`config.mk`:
```
export PLATFORM = sky130hd
export DESIGN_NAME = gate_test_seq_flat
export DESIGN_NICKNAME = d
export VERILOG_FILES = /design/src/rtl/gate_test_seq_pkg.sv /design/src/rtl/gate_test_seq_if.sv /design/src/rtl/gate_test_seq_misr.sv /design/src/rtl/gate_test_seq.sv /design/src/flat_wrapper.sv
export SDC_FILE = /design/constraint.sdc
export NUM_CORES = 1
export LEC_CHECK = 0
export CAP_MARGIN = 25
export CORE_MARGIN = 2
export CORE_UTILIZATION = 61
export CTS_CLUSTER_SIZE = 25
export DETAILED_ROUTE_END_ITERATION = 8
export DONT_BUFFER_PORTS = 1
export GPL_TIMING_DRIVEN = 0
export PLACE_DENSITY = 0.77
export SYNTH_ARGS = -nofsm -noshare
export SYNTH_HDL_FRONTEND = slang
export SYNTH_SLANG_ARGS = --single-unit
```
`constraint.sdc`:
```
create_clock -name clk -period 4.7 [get_ports clk]
set_input_delay 1.175 -clock clk [delete_from_list [all_inputs] [get_ports clk]]
set_output_delay 1.175 -clock clk [all_outputs]
set_load 0.005 [all_outputs]
```
`src/rtl/gate_test_seq_pkg.sv`:
```
// Shared types and constants for the gate test sequencer: FSM states,
// LFSR taps and MISR polynomial/seed.
package gate_test_seq_pkg;
    localparam int LFSR_W      = 11;
    localparam int MISR_W      = 16;
    localparam int DOUT_W      = 10;
    localparam int LFSR_TAP_HI = 10;
    localparam int LFSR_TAP_LO = 8;

    localparam logic [MISR_W-1:0] MISR_POLY = 16'h1021;
    localparam logic [MISR_W-1:0] MISR_SEED = 16'hFFFF;

    typedef enum logic [2:0] {
        ST_IDLE,
        ST_APPLY,
        ST_SETTLE,
        ST_CAPTURE,
        ST_DONE
    } state_e;

    function automatic logic [LFSR_W-1:0] lfsr_step(input logic [LFSR_W-1:0] s);
        return {s[LFSR_W-2:0], s[LFSR_TAP_HI] ^ s[LFSR_TAP_LO]};
    endfunction
endpackage

```
`src/rtl/gate_test_seq_if.sv`:
```
// Control and gate-model bus of the sequencer. With GATE_TEST_SEQ_CHECK_EN
// defined it also carries the expected signature and the pass flag.
interface gate_test_seq_if;
    import gate_test_seq_pkg::*;

    logic                start;
    logic                abort;
    logic [LFSR_W-1:0]   dut_in;
    logic [DOUT_W-1:0]   dut_out;
    logic                busy;
    logic                done;
    logic [MISR_W-1:0]   signature;
    logic [15:0]         pat_cnt;
`ifdef GATE_TEST_SEQ_CHECK_EN
    logic [MISR_W-1:0]   expected;
    logic                pass;

    modport master (output start, abort, dut_out, expected,
                    input  dut_in, busy, done, signature, pat_cnt, pass);
    modport slave  (input  start, abort, dut_out, expected,
                    output dut_in, busy, done, signature, pat_cnt, pass);
`else
    modport master (output start, abort, dut_out,
                    input  dut_in, busy, done, signature, pat_cnt);
    modport slave  (input  start, abort, dut_out,
                    output dut_in, busy, done, signature, pat_cnt);
`endif
endinterface

```
`src/rtl/gate_test_seq_misr.sv`:
```
// 16-bit MISR compacting the 10-bit gate response; nxt is the value the
// register takes on a step, exposed so the top can latch it alongside.
module gate_test_misr
    import gate_test_seq_pkg::*;
(
    input  logic              clk,
    input  logic              rst,
    input  logic              load,
    input  logic              step,
    input  logic [DOUT_W-1:0] data,
    output logic [MISR_W-1:0] nxt
);
    logic [MISR_W-1:0] misr_q, misr_d;

    always_comb begin
        nxt = {misr_q[MISR_W-2:0], 1'b0}
            ^ (misr_q[MISR_W-1] ? MISR_POLY : '0)
            ^ {{(MISR_W-DOUT_W){1'b0}}, data};
        misr_d = misr_q;
        if (load)      misr_d = MISR_SEED;
        else if (step) misr_d = nxt;
    end

    always_ff @(posedge clk) begin
        if (rst) misr_q <= MISR_SEED;
        else     misr_q <= misr_d;
    end
endmodule

```
`src/rtl/gate_test_seq.sv`:
```
// Pattern sequencer: LFSR stimulus into a gate model, MISR over its outputs.
// Optional GATE_TEST_SEQ_CHECK_EN adds an expected-signature compare (pass).
module gate_test_seq
    import gate_test_seq_pkg::*;
#(
    parameter int                NUM_PATTERNS  = 1024,
    parameter int                SETTLE_CYCLES = 2,
    parameter logic [LFSR_W-1:0] SEED          = 11'h001
) (
    input logic           clk,
    input logic           rst,
    gate_test_seq_if.slave io
);
    localparam logic [3:0]  SETTLE_LAST = 4'((SETTLE_CYCLES > 0) ? SETTLE_CYCLES - 1 : 0);
    localparam logic [16:0] PAT_TOTAL   = 17'(NUM_PATTERNS);

    state_e            state_q, state_d;
    logic [LFSR_W-1:0] lfsr_q, lfsr_d;
    logic [15:0]       pat_cnt_q, pat_cnt_d;
    logic [3:0]        settle_q, settle_d;
    logic [MISR_W-1:0] signature_q, signature_d;
    logic              misr_load, misr_step;
    logic [MISR_W-1:0] misr_nxt;
    logic              busy;
    logic              last_pat;
`ifdef GATE_TEST_SEQ_CHECK_EN
    logic              pass_q, pass_d;
`endif

    assign busy     = (state_q == ST_APPLY) || (state_q == ST_SETTLE) || (state_q == ST_CAPTURE);
    assign last_pat = ({1'b0, pat_cnt_q} + 17'd1) == PAT_TOTAL;

    always_comb begin
        state_d     = state_q;
        lfsr_d      = lfsr_q;
        pat_cnt_d   = pat_cnt_q;
        settle_d    = settle_q;
        signature_d = signature_q;
        misr_load   = 1'b0;
        misr_step   = 1'b0;
`ifdef GATE_TEST_SEQ_CHECK_EN
        pass_d      = pass_q;
`endif
        case (state_q)
            ST_IDLE: begin
                if (io.start) begin
                    state_d   = ST_APPLY;
                    lfsr_d    = SEED;
                    pat_cnt_d = '0;
                    settle_d  = '0;
                    misr_load = 1'b1;
`ifdef GATE_TEST_SEQ_CHECK_EN
                    pass_d    = 1'b0;
`endif
                end
            end
            ST_APPLY: begin
                settle_d = '0;
                state_d  = (SETTLE_CYCLES > 0) ? ST_SETTLE : ST_CAPTURE;
            end
            ST_SETTLE: begin
                if (settle_q == SETTLE_LAST) state_d  = ST_CAPTURE;
                else                         settle_d = settle_q + 4'd1;
            end
            ST_CAPTURE: begin
                misr_step = 1'b1;
                lfsr_d    = lfsr_step(lfsr_q);
                pat_cnt_d = pat_cnt_q + 16'd1;
                if (last_pat) begin
                    // latch the final MISR value so it is already valid during DONE
                    state_d     = ST_DONE;
                    signature_d = misr_nxt;
`ifdef GATE_TEST_SEQ_CHECK_EN
                    pass_d      = (misr_nxt == io.expected);
`endif
                end else begin
                    state_d = ST_APPLY;
                end
            end
            ST_DONE:  state_d = ST_IDLE;
            default:  state_d = ST_IDLE;
        endcase

        // abort wins over every transition and discards the partial capture
        if (io.abort && busy) begin
            state_d     = ST_IDLE;
            lfsr_d      = lfsr_q;
            pat_cnt_d   = pat_cnt_q;
            settle_d    = settle_q;
            signature_d = signature_q;
            misr_step   = 1'b0;
`ifdef GATE_TEST_SEQ_CHECK_EN
            pass_d      = pass_q;
`endif
        end
    end

    always_ff @(posedge clk) begin
        if (rst) begin
            state_q     <= ST_IDLE;
            lfsr_q      <= SEED;
            pat_cnt_q   <= '0;
            settle_q    <= '0;
            signature_q <= '0;
`ifdef GATE_TEST_SEQ_CHECK_EN
            pass_q      <= 1'b0;
`endif
        end else begin
            state_q     <= state_d;
            lfsr_q      <= lfsr_d;
            pat_cnt_q   <= pat_cnt_d;
            settle_q    <= settle_d;
            signature_q <= signature_d;
`ifdef GATE_TEST_SEQ_CHECK_EN
            pass_q      <= pass_d;
`endif
        end
    end

    gate_test_misr u_misr (
        .clk  (clk),
        .rst  (rst),
        .load (misr_load),
        .step (misr_step),
        .data (io.dut_out),
        .nxt  (misr_nxt)
    );

    assign io.busy      = busy;
    assign io.done      = (state_q == ST_DONE);
    assign io.dut_in    = busy ? lfsr_q : '0;
    assign io.signature = signature_q;
    assign io.pat_cnt   = pat_cnt_q;
`ifdef GATE_TEST_SEQ_CHECK_EN
    assign io.pass      = pass_q;
`endif
endmodule

```
`src/flat_wrapper.sv`:
```
// flat-port wrapper written by rule: the top's interface ports become plain ports
module gate_test_seq_flat import gate_test_seq_pkg::*;
#(
    parameter int                NUM_PATTERNS  = 1024,
    parameter int                SETTLE_CYCLES = 2,
    parameter logic [LFSR_W-1:0] SEED          = 11'h001
)
  (clk, rst, io_start, io_abort, io_dut_out, io_dut_in, io_busy, io_done, io_signature, io_pat_cnt);
  gate_test_seq_if io_i ();
  input logic clk;
  input logic rst;
  input wire logic [$bits(io_i.start)-1:0] io_start;
  input wire logic [$bits(io_i.abort)-1:0] io_abort;
  input wire logic [$bits(io_i.dut_out)-1:0] io_dut_out;
  output wire logic [$bits(io_i.dut_in)-1:0] io_dut_in;
  output wire logic [$bits(io_i.busy)-1:0] io_busy;
  output wire logic [$bits(io_i.done)-1:0] io_done;
  output wire logic [$bits(io_i.signature)-1:0] io_signature;
  output wire logic [$bits(io_i.pat_cnt)-1:0] io_pat_cnt;
  assign io_i.start = io_start;
  assign io_i.abort = io_abort;
  assign io_i.dut_out = io_dut_out;
  assign io_dut_in = io_i.dut_in;
  assign io_busy = io_i.busy;
  assign io_done = io_i.done;
  assign io_signature = io_i.signature;
  assign io_pat_cnt = io_i.pat_cnt;
  gate_test_seq #(.NUM_PATTERNS(NUM_PATTERNS), .SETTLE_CYCLES(SETTLE_CYCLES), .SEED(SEED)) u_core (.clk(clk), .rst(rst), .io(io_i));
endmodule
```
### After elaboration in Yosys (flattened, before gate mapping)

Index checks and enable logic that the tools add are counted.

* flip-flop bits (word level): 66
* latch bits: 0
* memory bits (writable): 0
* memory bits (read-only): 0
* word-level logic and storage cells: 51
* memories: 0

* add/subtract/negate cells: 3
* multipliers: 0
* div/mod/pow operators: 0
* magnitude comparators: 0
* equal/unequal tests: 9
* shift-type cells: 0
* muxes and demuxes: 17
* bitwise logic cells: 4
* reduce and logical (&&, ||, !) cells: 12

Operator list (count)
* case mux 16 bit (2 select lines): 1
* 2-to-1 mux 11 bit: 2
* case mux 11 bit (2 select lines): 1
* adder 16 x 1 -> 17 bit (second input constant): 1
* == test 17 x 11 -> 1 bit (second input constant): 1
* adder 16 x 1 -> 16 bit (second input constant): 1
* 2-to-1 mux 16 bit: 1
* XOR 16 x 10 -> 16 bit: 1
* XOR 16 bit: 1
* 2-to-1 mux 13 bit: 1
* case mux 3 bit (4 select lines): 1
* case mux 4 bit (3 select lines): 1
* 2-to-1 mux 3 bit: 3
* 2-to-1 mux 4 bit: 2
* == test 3 x 2 -> 1 bit (second input constant): 2
* inequality test 2 bit (second input constant): 3
* AND reduction 3 bit: 2
* adder 4 x 1 -> 4 bit (second input constant): 1
* == test 4 x 1 -> 1 bit (second input constant): 1
* 2-to-1 mux 1 bit: 4
* AND reduction 4 bit: 1
* OR reduction 2 bit: 2
* == test 3 x 1 -> 1 bit (second input constant): 1
* == test 3 bit (second input constant): 1
* 8 further kinds: 9

### Depth between registers and ports, before layout

Gate-level depths: netlist of the first run.

* depth in word-level cells: 6
* depth in mapped cells: 8

### Modules after synthesis

From an unflattened synthesis of the first run, not the netlist that was laid out.

* cells, all modules: 394
* area, all modules: 3378.2 µm²

Modules (own cells, without submodules)
* gate_test_seq: instances 1, cells each 323, area each 2606.2 µm²
* gate_test_misr: instances 1, cells each 71, area each 772.0 µm²

### Worst setup path after synthesis of the first run

Ideal clock, no wire load.

* path kind: reg-to-reg
* start: reg u_core.pat_cnt_q[2], in the netlist u_core.io.pat_cnt[2]
* end: reg u_core.signature_q[10], in the netlist u_core.io.signature[10]
* library setup time: 0.128 ns
* data arrival time: 2.633 ns
* required time: 4.572 ns
* setup slack: 1.939 ns
* stages on the path, launching flop included: 9
* period minus slack after synthesis: 2.761 ns
* cells stage by stage: dfxtp_1 > clkbuf_2 > nand4_1 > or4_4 > o32a_1 > a2111oi_4 > buf_8 > mux2i_1 > nor2_1

* longest elaborated chain between the ends: 3

RTL lines
* from (decl): line gate_test_seq.sv:19 `logic [15:0] pat_cnt_q, pat_cnt_d;`
* from (signal assigned): line gate_test_seq.sv:111 `pat_cnt_q <= pat_cnt_d;`
* adder 16 x 1 -> 17 bit: line gate_test_seq.sv:31 `assign last_pat = ({1'b0, pat_cnt_q} + 17'd1) == PAT_TOTAL;`
* == test 17 x 11 -> 1 bit: line gate_test_seq.sv:31
* AND reduction 3 bit (no line)
* to (signal assigned): line gate_test_seq.sv:113 `signature_q <= signature_d;`
* to (decl): line gate_test_seq.sv:21 `logic [MISR_W-1:0] signature_q, signature_d;`

Every way passes these cells.
A chain may end at the register's enable or synchronous reset.

### Worst setup path in the final report of the first run

* start: reg u_core.pat_cnt_q[0], in the netlist u_core.io.pat_cnt[0]
* end: reg u_core.signature_q[14], in the netlist u_core.io.signature[14]

Same word-level chain as after synthesis.

==> flow_summary.toml, run 1 <==
[synthesis]
synth_mux_area_share_pct = 5.11
yosysTopAreaCellShare_pct = 42.2
yosys.area_share.xor_xnor_pct = 3.91
netlist_top_cells_area = "dfxtp_1, nor2_1, mux2i_1, o21ai_0, xor2_1"
synth_fa_ha_area_share_pct = 1.20
synth_seq_cells = 66
yosys.area.top_type = "dfxtp_1"
synth_fp_nets = 392
synth_cell_types = 51
synth_edf_count = 0
syn_area_um2 = 3130
synthArstFlopShare_pct = 0
synthSimpleGateAreaFrac_pct = 26.7
synth_top_family_by_area = "simple AND/OR/NAND/NOR gates"
syn_area_per_cell_um2 = 8.36
synth_compound_area_share_pct = 16.6
syn_inst = 375
synthFlopType = "dfxtp_1"
yosysSeqAreaShare_pct = 42.2
yosys_warnings = 0

[sta]
setup_tns_ps = 0
hold_ws_ps = 491
rsz0062_at_grt = "no"
skew_ps = 6.50
maxSlewViolCount = 0
post-route-min-period_ps = 3410
hold_viol_final = 0
max_slew.worst_pin.slew_ps = 785
finalSetupViolCount = 0
clock.fmax_mhz = 293
maxSlewHeadroom_pct = 47.0
finalCritPeriodShare_pct = 72.7

[cells_and_area]
nets = 403
final_cell_area_um2 = 3460
antenna_cells = 0
layout-drive-gt1-share_pct = 7.93
finalNonFillerCells = 461
n_fill_cell = 431
area_growth_pct = 10.5

[route]
viasPerCell = 5.93
drc = 0
drt_wl_total_um = 6950
drtAntennaViolNets = 0
dr.pass1.iters = 4
drt-initial-drc-count = 212
routed-via-count = 2735
wire_per_inst_um = 15.1

[placement]
post_dp_cell_area_um2 = 3220
dp.cells = 445
gp_congestion = 0.903
dpl.hpwl_um = 4810
port_buffers = 0

[global_routing]
grt_max_degree = 13
grt_pass1_vias = 2358
gr-total-overflow = 0
globalRouteTotalUtil_pct = 25.2
antenna_found_initial = 0
grt_pass1_wl_um = 10900

[critical_path]
slowest_delay_ps = 810
crit_family = "simple AND/OR/NAND/NOR gates"
cp_data_arrival_time_ps = 3640
crit_type = "flop to flop"
start_kind = "flop"
endpoint = "u_core.io.signature[14]"
cp.depth = 8
r2r_setup_slack_ps = 1290
path_buf_inv = 1
reg2reg_from = "u_core.io.pat_cnt[0]"
worstSetupStartpoint = "u_core.io.pat_cnt[0]"
r2r.worst_path.cells = 8
cp_cell_sequence = "ha_1 > nand3_1 > nor4_1 > nand4_1 > a2111oi_4 > buf_8 > mux2i_1 > nor2_1"
cp_max_fo = 10
r2r_end = "u_core.io.signature[14]"
cpMaxStageDelayCell = "a2111oi_4"
required_ps = 4930
cp-end-kind = "flop"

[power]
p_leak_nw = 1.20
peakVddDrop_v = 0.000249
powerDensity_nw_per_um2 = 344

[clock_network]
clkSlewWorstSetupHoldPaths_ps = 70
cts_max_level = 3
holdBufCountCts = 0
tritoncts = "built"
cts.sinks = 66
cts_buffers = 9
cts.repair.resized = 0
cts_setup_buffers = 0
clk_latency_ps = 350
cts.path.max_buffers = 2
cts-root-buf = "clkbuf_8"

[die]
start_util_pct = 62.2
rows = 26
io_pins = 59
die-area_um2 = 5730
core_area_um2 = 5040
die_h_um = 75.7
die_w_um = 75.7

[outcome]
outcome = "completed"

[worst_hold_path]
worstHoldPathType = "flop to flop"

[flow_run]
maxCapViolCount = 0
cell type report:
cell class / count / area [um^2] / share of cell area [%]
multi-input cells: 283 / 1680 / 48.5
plain buffers: 24 / 126 / 3.65
well taps: 70 / 87.6 / 2.53
clock buffers: 9 / 124 / 3.58
inverters: 2 / 7.51 / 0.217
clock inverters: 7 / 118 / 3.40
flip-flops and latches: 66 / 1320 / 38.2
synth_stat cells, types with 3 or more instances:
cell type  count
nor2_1        74
xnor2_1        3
nor4_1         5
and2_1        15
nand2_1       25
clkbuf_1      18
a21oi_1       18
a31oi_1        5
a22oi_1       12
dfxtp_1       66
nor3_1         4
a211oi_1       3
nand4_1        7
o21ai_0       24
ha_1           3
mux2i_1       16
xor2_1        11
or3_1          7
nand3_1       15
a311oi_1       4
or3b_2         3
and3_1         3
how the worst min path moves through the flow:
stage,depth (start not counted),start,to
2_1_floorplan,2,u_core.u_misr.misr_q[5],u_core.u_misr.misr_q[5]
3_3_place_gp,2,u_core.u_misr.misr_q[5],u_core.u_misr.misr_q[5]
3_5_place_dp,2,u_core.u_misr.misr_q[14],u_core.u_misr.misr_q[14]
4_1_cts,2,u_core.u_misr.misr_q[5],u_core.u_misr.misr_q[5]
5_1_grt,2,u_core.u_misr.misr_q[12],u_core.u_misr.misr_q[13]
6_report,2,u_core.u_misr.misr_q[5],u_core.u_misr.misr_q[5]
layer usage:
layer | GRT usage (%) | part of all wire [%] | wire (um) | vias to the layer above
met5 | 0 | 0 | 0 | -
met4 | 9.94 | 1.7 | 120 | 0
met3 | 7.41 | 7.4 | 513 | 11
met2 | 38.3 | 46 | 3220 | 97
met1 | 33.7 | 45 | 3100 | 1271
li1 | - | - | - | 1356
registers in the layout, indices dropped and copies added (netlist names):
register,cells
u_core.u_misr.misr_q,16
u_core.settle_q,4
u_core.state_q,3
u_core.io.pat_cnt,16
u_core.io.signature,16
u_core.lfsr_q,11
cells by family (layout without fill, tap and decap cells):
kind of cell / count (synthesis) / count (layout)
adders and majority gates: 3 / 3
DFF: 66 / 66
xor gates and xnor gates: 14 / 14
AOI/OAI and AO/OA: 79 / 79
buffers and inverters: 26 / 42
and+or+nand+nor: 171 / 171
muxes: 16 / 16
metrics by stage:
stage / worst slack, ps / utilization, % / total power [mW]
after floorplan: 1940 / - / 0.610
after global placement: 1370 / 63.9 / 0.621
after detailed placement: 1330 / 63.9 / 0.622
after CTS: 1310 / 68.7 / 1.20
after global routing: 1030 / 68.7 / 1.22
final: 1290 / 68.7 / 1.19
worst reg2reg max path: stages (launching register included):
cell       delay (ps)
dfxtp_1           560
ha_1              340
nand3_1           290
nor4_1            510
nand4_1           270
a2111oi_4         810
buf_8             250
mux2i_1           210
nor2_1             50
power breakdown:
group          total (mW)  internal (mW)  leakage [nW]  switching, mW
Combinational      0.0477         0.0135         0.547         0.0342
Clock               0.583          0.352         0.123          0.231
Sequential          0.561          0.560         0.532        0.00108
placed cells by master (no fill, tap or decap), types with 3 or more instances in the layout:
cell type	netlist	final
ha_1	3	3
xor2_1	11	11
and2_1	15	15
a22oi_1	12	12
mux2i_1	16	16
nand2_1	25	25
a311oi_1	4	4
nor2_1	74	74
and3_1	3	3
a211oi_1	3	3
or3b_2	3	3
nor3_1	4	4
xnor2_1	3	3
nand4_1	7	7
clkbuf_8	2	11
dfxtp_1	66	66
a31oi_1	5	5
clkbuf_1	18	18
nand3_1	15	15
a21oi_1	18	18
nor4_1	5	5
bufinv_16	0	3
o21ai_0	24	24
or3_1	7	7
No activity file was read; power rests on OpenSTA's default activity.
==> run 2: changes to the inputs <==
--- a/config.mk
+++ b/config.mk
@@ -5,6 +5,7 @@
 export SDC_FILE = /design/constraint.sdc
 export NUM_CORES = 1
 export LEC_CHECK = 0
+export ABC_AREA = 1
 export CAP_MARGIN = 25
 export CORE_MARGIN = 2
 export CORE_UTILIZATION = 61
==> constraint.sdc (replaced) <==
create_clock -name clk -period 3.35 [get_ports clk]
set_input_delay 0.8375 -clock clk [delete_from_list [all_inputs] [get_ports clk]]
set_output_delay 0.8375 -clock clk [all_outputs]
set_load 0.005 [all_outputs]
==> flow_summary.toml, run 2 <==
[die]
die-area_um2 = 6000
core_area_um2 = 5170
rows = 26
die_h_um = 77.5
start_util_pct = 63.7
die_w_um = 77.5
io_pins = 59

[placement]
port_buffers = 0
gp_congestion = 0.904
dp.cells = 561
pre_cts_ws_ps = 968
post_dp_cell_area_um2 = 3380
dpl.hpwl_um = 5780

[route]
viasPerCell = 5.50
drtAntennaViolNets = 0
drt-initial-drc-count = 219
drc = 0
drt_wl_total_um = 8010
wire_per_inst_um = 13.9
dr.pass1.iters = 7
routed-via-count = 3160

[cells_and_area]
antenna_cells = 0
area_growth_pct = 8.93
final_util_pct = 69.4
finalNonFillerCells = 575
layout-drive-gt1-share_pct = 5.94
nets = 519
final_common_cell = "nand2_1"
final_cell_area_um2 = 3590
mostFrequentLayoutCells = "nand2_1, dfxtp_1, nor2_1"

[sta]
rsz0062_at_grt = "no"
finalCritPeriodShare_pct = 78.6
clock.fmax_mhz = 380
hold_viol_final = 0
finalSetupViolCount = 0
skew_ps = 4.15
max_slew.worst_pin.slew_ps = 541
maxSlewHeadroom_pct = 63.9
post-route-min-period_ps = 2630
hold_ws_ps = 467
worst_slack_ps = 717
maxSlewViolCount = 0
setup_tns_ps = 0

[global_routing]
grt_pass1_wl_um = 13400
grt_pass1_vias = 2782
antenna_found_initial = 0
gr-total-overflow = 0
grt_max_degree = 11
globalRouteTotalUtil_pct = 28.0

[synthesis]
syn_area_per_cell_um2 = 6.71
synth_cell_types = 30
yosys_warnings = 0
synth_edf_count = 0
synthFlopType = "dfxtp_1"
yosys.area.top_type = "dfxtp_1"
yosysSeqAreaShare_pct = 40.1
synth.most_common_cell = "nand2_1"
syn_area_um2 = 3290
ys_top_cells_by_count = "nand2_1, dfxtp_1, nor2_1, a21oi_1, inv_1"
netlist_top_cells_area = "dfxtp_1, nand2_1, a21oi_1, nor2_1, inv_1"
synth_fp_nets = 508
synthArstFlopShare_pct = 0
synth_seq_cells = 66
syn_inst = 491
yosysTopAreaCellShare_pct = 40.1

[critical_path]
r2r_setup_slack_ps = 1040
crit_type = "flop to primary output"
cp_data_arrival_time_ps = 1800
cp_max_fo = 10
r2r.worst_path.cells = 7
r2r_end = "u_core.io.pat_cnt[13]"
cp-end-kind = "primary output"
start_kind = "flop"
reg2reg_from = "u_core.state_q[1]"
required_ps = 2510

[power]
p_leak_nw = 1.39
peakVddDrop_v = 0.000395
power_mw = 1.76
powerDensity_nw_per_um2 = 489

[clock_network]
clk_latency_ps = 330
cts-root-buf = "clkbuf_8"
cts_setup_buffers = 0
cts.path.max_buffers = 2
holdBufCountCts = 0
cts_max_level = 3
cts.sinks = 66
clkSlewWorstSetupHoldPaths_ps = 70
cts.repair.resized = 0
tritoncts = "built"
cts_buffers = 9

[worst_hold_path]
worstHoldPathType = "flop to flop"
hold_depth = 2
hp-start = "u_core.u_misr.misr_q[14]"
min_to = "u_core.u_misr.misr_q[15]"

[outcome]
outcome = "completed"

[flow_run]
maxCapViolCount = 0
[run 2: cell type report]
class                      instances  area, um^2
multi-input combinational        350        1670
fill                             455        1590
sequential                        66        1320
inverter                          55         206
clock buffer                      11         141
buffer                            20        93.8
tap                               70        87.6
clock inverter                     3        65.1
[run 2: logic make-up (layout without fill, tap and decap cells)]
family | count (synthesis) | count (layout) | share of synthesized area, %
buffers and inverters | 75 | 89 | 9.12
xor gates and xnor gates | 13 | 13 | 3.46
and+or+nand+nor | 250 | 250 | 32.9
DFF | 66 | 66 | 40.1
adders and majority gates | 3 | 3 | 1.14
AOI/OAI and AO/OA | 84 | 84 | 13.3
[run 2: critical path: stages (launching register included)]
cell      delay, ps
dfxtp_1         440
nor2_1          100
nor2_1          380
inv_1           120
clkbuf_1        240
nor2_1          180
[run 2: how the worst max path moves through the flow]
stage	start	cells after the start	to	slack, ps
2_1_floorplan	u_core.io.pat_cnt[0]	13	u_core.io.signature[6]	1480
6_report	u_core.state_q[1]	5	io_dut_in[2]	720
5_1_grt	u_core.state_q[1]	5	io_dut_in[2]	620
4_1_cts	u_core.state_q[1]	5	io_dut_in[2]	750
3_3_place_gp	rst	6	u_core.io.signature[10]	950
3_5_place_dp	rst	6	u_core.io.signature[10]	970
[run 2: routing by layer]
layer | global-route usage, % | up-vias | part of all wire, %
met1 | 37.7 | 1442 | 45
met3 | 7.56 | 11 | 7.1
met4 | 7.68 | 0 | 1.5
met2 | 44.3 | 114 | 46
li1 | - | 1593 | -
met5 | 0 | - | 0
[run 2: power breakdown]
group | total (mW) | internal (mW) | switching, mW
logic | 0.210 | 0.0537 | 0.156
registers | 0.824 | 0.804 | 0.0200
clock network | 0.722 | 0.430 | 0.292
total | 1.76 | 1.29 | 0.467
